### config.mk
export PLATFORM = sky130hd
export DESIGN_NAME = network_conv_acc
export DESIGN_NICKNAME = d
export VERILOG_FILES = /design/src/rtl/network_conv_pkg.sv /design/src/rtl/network_conv_acc_round_sat.sv /design/src/rtl/network_conv_acc.sv
export SDC_FILE = /design/constraint.sdc
export NUM_CORES = 1
export LEC_CHECK = 0
export BUFFER_PORTS_ARGS = -buffer_cell sky130_fd_sc_hd__buf_2
export CAP_MARGIN = 25
export CORE_MARGIN = 3
export CORE_UTILIZATION = 40
export CTS_CLUSTER_SIZE = 28
export DETAILED_ROUTE_END_ITERATION = 6
export PLACE_DENSITY = 0.64
export SLEW_MARGIN = 20
export SYNTH_ARGS = -nofsm -noshare
export SYNTH_HDL_FRONTEND = slang
export SYNTH_SLANG_ARGS = --single-unit
### constraint.sdc
create_clock -name clk -period 9.8 [get_ports clk]
set_input_delay 1.96 -clock clk [delete_from_list [all_inputs] [get_ports clk]]
set_output_delay 1.96 -clock clk [all_outputs]
set_load 0.005 [all_outputs]
### src/rtl/network_conv_pkg.sv
`default_nettype none
// ============================================================================
// Module      : network_conv_pkg
// Description : Shared width constants and state encoding for the
//               convolution accumulator and its round/saturate stage.
// Revision    : 1.0 - initial release
// ============================================================================
package network_conv_pkg;

  // Default datapath widths (15s x 16s multiplier feeding a 3x3 window)
  localparam int CONV_PROD_WIDTH = 30;
  localparam int CONV_ACC_WIDTH  = 36;
  localparam int CONV_OUT_WIDTH  = 16;
  localparam int CONV_FRAC_SHIFT = 14;
  localparam int CONV_WIN_LEN    = 9;

  // Window accumulation state; "emit" happens on the closing beat itself,
  // so only two states are needed.
  typedef enum logic [0:0] {
    ST_IDLE  = 1'b0,
    ST_ACCUM = 1'b1
  } conv_state_e;

endpackage
`default_nettype wire

### src/rtl/network_conv_acc_round_sat.sv
`default_nettype none
// ============================================================================
// Module      : network_conv_acc_round_sat
// Description : Combinational round-half-up, arithmetic right shift,
//               saturation and optional ReLU from ACC_WIDTH to OUT_WIDTH.
// Ports       : i_acc  - signed accumulated sum
//               o_data - signed rounded/saturated result
//               o_sat  - result was clamped to an output limit
// Revision    : 1.0 - initial release
// ============================================================================
module network_conv_acc_round_sat #(
  parameter int ACC_WIDTH  = 36,
  parameter int OUT_WIDTH  = 16,
  parameter int FRAC_SHIFT = 14,
  parameter bit RELU_EN    = 1'b1
) (
  input  logic signed [ACC_WIDTH-1:0] i_acc,
  output logic signed [OUT_WIDTH-1:0] o_data,
  output logic                        o_sat
);

  localparam logic signed [ACC_WIDTH-1:0] c_half =
    {{(ACC_WIDTH-1){1'b0}}, 1'b1} << (FRAC_SHIFT-1);
  localparam logic signed [ACC_WIDTH-1:0] c_out_max =
    {{(ACC_WIDTH-OUT_WIDTH+1){1'b0}}, {(OUT_WIDTH-1){1'b1}}};
  localparam logic signed [ACC_WIDTH-1:0] c_out_min =
    {{(ACC_WIDTH-OUT_WIDTH+1){1'b1}}, {(OUT_WIDTH-1){1'b0}}};

  logic signed [ACC_WIDTH-1:0] w_rounded;
  logic signed [ACC_WIDTH-1:0] w_shifted;
  logic                        w_hi;
  logic                        w_lo;
  logic signed [OUT_WIDTH-1:0] w_clamped;

  assign w_rounded = i_acc + c_half;
  assign w_shifted = w_rounded >>> FRAC_SHIFT;
  assign w_hi      = (w_shifted > c_out_max);
  assign w_lo      = (w_shifted < c_out_min);

  always_comb begin
    w_clamped = w_shifted[OUT_WIDTH-1:0];
    if (w_hi) begin
      w_clamped = c_out_max[OUT_WIDTH-1:0];
    end else if (w_lo) begin
      w_clamped = c_out_min[OUT_WIDTH-1:0];
    end
  end

  // ReLU acts after saturation; the sat flag keeps reporting a negative clamp.
  assign o_data = (RELU_EN && w_clamped[OUT_WIDTH-1]) ? '0 : w_clamped;
  assign o_sat  = w_hi | w_lo;

endmodule
`default_nettype wire

### src/rtl/network_conv_acc.sv
`default_nettype none
// ============================================================================
// Module      : network_conv_acc
// Description : Accumulates one kernel window of signed products plus a
//               per-channel bias and emits one rounded, saturated (and
//               optionally ReLU'd) pixel per window on a valid/ready stream.
// Ports       : clk, reset (async, active-low)
//               prod_valid/prod_ready/prod_data/prod_last - product stream
//               bias      - per-channel bias, sampled on a window's first beat
//               out_valid/out_ready/out_data/out_sat      - result stream
//               len_err   - sticky window-length error, cleared by clr_err
// Revision    : 1.0 - initial release
// ============================================================================
module network_conv_acc
  import network_conv_pkg::*;
#(
  parameter int PROD_WIDTH = CONV_PROD_WIDTH,
  parameter int ACC_WIDTH  = CONV_ACC_WIDTH,
  parameter int OUT_WIDTH  = CONV_OUT_WIDTH,
  parameter int FRAC_SHIFT = CONV_FRAC_SHIFT,
  parameter int WIN_LEN    = CONV_WIN_LEN,
  parameter bit RELU_EN    = 1'b1
) (
  input  logic                         clk,
  input  logic                         reset,
  input  logic                         prod_valid,
  output logic                         prod_ready,
  input  logic signed [PROD_WIDTH-1:0] prod_data,
  input  logic                         prod_last,
  input  logic signed [OUT_WIDTH-1:0]  bias,
  output logic                         out_valid,
  input  logic                         out_ready,
  output logic signed [OUT_WIDTH-1:0]  out_data,
  output logic                         out_sat,
  output logic                         len_err,
  input  logic                         clr_err
);

  localparam int                 c_cnt_w   = $clog2(WIN_LEN + 1);
  localparam logic [c_cnt_w-1:0] c_win_len = c_cnt_w'(WIN_LEN);

  // Elaboration-time guard on the width relationship; nothing is checked
  // at run time.
  if ((ACC_WIDTH < PROD_WIDTH + $clog2(WIN_LEN) + 1) ||
      (ACC_WIDTH < OUT_WIDTH + FRAC_SHIFT + 1) ||
      (FRAC_SHIFT < 1)) begin : g_param_err
    $error("network_conv_acc: ACC_WIDTH/FRAC_SHIFT parameters out of range");
  end

  conv_state_e                 r_state;
  logic signed [ACC_WIDTH-1:0] r_acc;
  logic [c_cnt_w-1:0]          r_cnt;
  logic                        r_out_valid;
  logic signed [OUT_WIDTH-1:0] r_out_data;
  logic                        r_out_sat;
  logic                        r_len_err;

  logic signed [ACC_WIDTH-1:0] w_prod_ext;
  logic signed [ACC_WIDTH-1:0] w_bias_ext;
  logic signed [ACC_WIDTH-1:0] w_acc_next;
  logic [c_cnt_w-1:0]          w_cnt_next;
  logic                        w_accept;
  logic                        w_full;
  logic                        w_close;
  logic                        w_mismatch;
  logic signed [OUT_WIDTH-1:0] w_rs_data;
  logic                        w_rs_sat;

  // Only registered terms: ready never depends on prod_valid.
  assign prod_ready = !r_out_valid || out_ready;
  assign w_accept   = prod_valid && prod_ready;

  assign w_prod_ext = {{(ACC_WIDTH-PROD_WIDTH){prod_data[PROD_WIDTH-1]}}, prod_data};
  // Bias is aligned to the product's fixed-point position (<< FRAC_SHIFT).
  assign w_bias_ext = {{(ACC_WIDTH-OUT_WIDTH-FRAC_SHIFT){bias[OUT_WIDTH-1]}},
                       bias, {FRAC_SHIFT{1'b0}}};

  assign w_acc_next = (r_state == ST_IDLE) ? (w_bias_ext + w_prod_ext)
                                           : (r_acc + w_prod_ext);
  assign w_cnt_next = (r_state == ST_IDLE) ? c_cnt_w'(1)
                                           : (r_cnt + c_cnt_w'(1));

  // A window closes on prod_last or on the WIN_LEN-th beat; disagreement
  // between the two is a length error but the result is still emitted.
  assign w_full     = (w_cnt_next == c_win_len);
  assign w_close    = w_accept && (prod_last || w_full);
  assign w_mismatch = w_accept && (prod_last != w_full);

  network_conv_acc_round_sat #(
    .ACC_WIDTH (ACC_WIDTH),
    .OUT_WIDTH (OUT_WIDTH),
    .FRAC_SHIFT(FRAC_SHIFT),
    .RELU_EN   (RELU_EN)
  ) u_round_sat (
    .i_acc (w_acc_next),
    .o_data(w_rs_data),
    .o_sat (w_rs_sat)
  );

  always_ff @(posedge clk or negedge reset) begin
    if (!reset) begin
      r_state     <= ST_IDLE;
      r_acc       <= '0;
      r_cnt       <= '0;
      r_out_valid <= 1'b0;
      r_out_data  <= '0;
      r_out_sat   <= 1'b0;
      r_len_err   <= 1'b0;
    end else begin
      if (w_accept) begin
        if (w_close) begin
          r_state <= ST_IDLE;
          r_acc   <= '0;
          r_cnt   <= '0;
        end else begin
          r_state <= ST_ACCUM;
          r_acc   <= w_acc_next;
          r_cnt   <= w_cnt_next;
        end
      end

      // A close can only be accepted when the output slot is free or being
      // drained this cycle, so reloading here never drops a result.
      if (w_close) begin
        r_out_valid <= 1'b1;
        r_out_data  <= w_rs_data;
        r_out_sat   <= w_rs_sat;
      end else if (out_ready) begin
        r_out_valid <= 1'b0;
      end

      // A new error takes priority over a coincident clear.
      if (w_mismatch) begin
        r_len_err <= 1'b1;
      end else if (clr_err) begin
        r_len_err <= 1'b0;
      end
    end
  end

  assign out_valid = r_out_valid;
  assign out_data  = r_out_data;
  assign out_sat   = r_out_sat;
  assign len_err   = r_len_err;

endmodule
`default_nettype wire

==> metrics <==
run status finished clean; Clock Sinks 59; RR Startpoint r_acc[7]$_DFFE_PN0P_; clock-pin slew on the worst setup and hold paths 0.05 ns; core area 14,800 um^2; TritonCTS buffer count 9; actual slew at the worst max-slew pin 0.936 ns; worst hold start r_acc[25]$_DFFE_PN0P_; Setup violations, final 0; synth cell count leaders 101 x nand2_1, 62 x nor2_1, 62 x o21ai_0; Final Hold Fails 0; Clock Latency Late Sink 0.34 ns; startpoint types input port; hold-fix buffers at CTS 0; number of synthesized flops with an enable pin 0; crit-path leading delay family simple AND/OR/NAND/NOR gates; post-DR vias/cell 5.87; leakage power 3.05 nW; async set-reset flop share out of synthesis 100%; final cycle utilization of the critical path 65.7%; CP Cell Sequence buf_2 > ha_1 > a21oi_1 > o21ai_0 > and2_1 > a211oi_1 > mux2i_1 > nand2b_1 > ha_1 > and2_1 > nand4b_2 > nand3b_4 > or4_4 > a221oi_4 > nand2_1 > nor4b_2 > a211oi_1; final wirelength 17,600 um; min Tclk post-route 6.44 ns; HP Class reg2reg; CP Data Arrival Time 6.63 ns; Initial Utilization 41.6%; vias in the first global route 5,382; nets 929; Area Overhead vs Synth 12.7%; H-tree depth 3; slowest stage delay, CP 0.61 ns; # diodes 0; Yosys reg bits 59; Setup Skew 0.00773 ns; Buf+Inv Stages, Crit Path 1; Post-Synthesis Cells 768; Die X 130 um; number of I/O pins 72; Multi-input gate area 4440 um^2; Yosys top cell area share 24.1%; Synth area leader dfrtp_1; dpl ws 3.08 ns; 1st-pass router iterations 5; post-route worst setup slack 3.36 ns; Slew HR 37.4%; ys flop type dfrtp_1; global-route wire length before repair 28,600 um; Resize count post-CTS 0; GRT Resource Usage Total 21.5%; largest net degree at the start of global routing 60; layout cells sized above 1 13.9%; input/output buffers 70; Final ANT Viol Nets 0; synthesized cell area 6140 um^2; Root Buffer clkbuf_16; routability cong. 0.912; count leader, synth nand2_1; Crit-path slowest cell a221oi_4; Netlist cell types 78; die footprint 16,900 um^2; Rows 44; fmax 155 MHz; fillers 1,498; Post-Syn Nets 876; GRT overflow 0; total number of yosys warnings 0; crit path kind in2reg; CTS tree built; PwrDens 190 nW/um^2; max-capacitance violation count 0; Setup crit start prod_data[7]; crit path max fanout 14; syn_area_per_cell 7.99 um^2; Die H 130 um; setup repair after global routing missed its margin no; DR WL/cell 17.4 um; Vias 5,922; max-slew violations 0; Max VDD drop 0.0875 mV; Synth area leaders dfrtp_1 24%, ha_1 11%, nand2_1 6.2%, o21ai_0 5.1%, a21oi_1 5.0%; register area share after synthesis 24.1%; initial antenna violation count 0; Clock Tree Buf Depth 2; initial drt markers 548; Detailed Place HPWL 13,400 um; DRC 0; Register Area 1480 um^2; setup bufs post-CTS 0; setup TNS 0 ns; CP Capture Type flip-flop; Req. time, crit path 9.99 ns
==> state kept, by name, summed over array words and instances, names as in the netlist <==
signal,flops
out_sat,1
len_err,1
out_valid,1
r_state,1
out_data,15
r_cnt,4
r_acc,36
==> stage by stage <==
stage                     power (mW)  util [%]  hold WS, ns  area, um^2  instances
after floorplan                0.812         -        0.453        6140        768
after CTS                       1.32      46.8        0.488        6900       1008
after global placement         0.989      44.8        0.469        6620        993
final                           1.31      46.9        0.486        6920       1009
after global routing            1.42      46.9        0.507        6920       1009
after detailed placement       0.993      44.8        0.477        6620        993
==> metal layers <==
metal | vias up | track usage [%] | wire length [um]
met3 | 15 | 3.89 | 1140
met1 | 2742 | 32.9 | 8890
li1 | 2965 | - | -
met2 | 200 | 31.3 | 7300
met4 | 0 | 5.38 | 215
met5 | - | 0 | 0
==> final timing paths <==
check / to / slack (ns) / depth (start not counted)
worst max register to register: out_sat$_DFFE_PN0P_ / 4.72 / 16
worst min register to register: r_acc[25]$_DFFE_PN0P_ / 0.49 / 2
worst max-delay path: out_sat$_DFFE_PN0P_ / 3.36 / 17
max in group asynchronous: r_state$_DFFE_PN0P_ / 7.45 / 2
worst min-delay path: r_acc[25]$_DFFE_PN0P_ / 0.49 / 2
min in group asynchronous: r_acc[35]$_DFFE_PN0P_ / 1.80 / 2
==> cells in the final DEF, fill, tap and decap left out, drive strengths merged, types with 7 or more instances in the layout <==
cell / netlist / final
nand2: 101 / 101
buf: 9 / 76
o21ai: 66 / 66
nor2: 63 / 63
a21oi: 61 / 61
dfrtp: 59 / 59
ha: 54 / 54
xnor2: 26 / 26
xor2: 23 / 23
mux2i: 21 / 21
inv: 19 / 19
nand3: 17 / 17
a21o: 14 / 14
nand2b: 14 / 14
nor3: 14 / 14
a311oi: 14 / 14
nand4: 13 / 13
and2: 12 / 12
clkbuf: 25 / 12
a211oi: 11 / 11
a31oi: 10 / 10
a22o: 9 / 9
o211ai: 8 / 8
o21a: 7 / 7
nor4: 7 / 7
==> power breakdown <==
part / switching, mW / internal (mW) / leakage [nW]
logic: 0.411 / 0.258 / 2.17
clock network: 0.115 / 0.201 / 0.142
registers: 0.0325 / 0.297 / 0.732
total: 0.558 / 0.756 / 3.05
==> layout make-up <==
type	instances	area share [%]
Clock buffer	12	3.56
Clock inverter	3	0.579
Inverter	20	1.09
Multi-Input combinational cell	655	64.3
Sequential cell	59	21.4
Tap cell	184	3.33
Timing Repair Buffer	76	5.82
==> logic make-up (layout without fill, tap and decap cells) <==
kind of cell,after synthesis,in the layout,share of synthesized area [%]
compound gates,251,251,27.9
flops,59,59,24.1
xor+xnor,49,49,6.99
fa+ha+maj,56,56,11.7
mux,21,21,3.43
other cells,1,1,0.0611
buf+inv,54,111,3.51
simple gates,277,277,22.4
==> tightest hold or removal path: cells and delay by family, from the launching register on <==
kind             cells  cell delay, ns
AO/OA/AOI/OAI        1            0.06
flip-flops           1            0.34
AND/OR/NAND/NOR      1            0.05
Power figures use the tool's default switching activity.
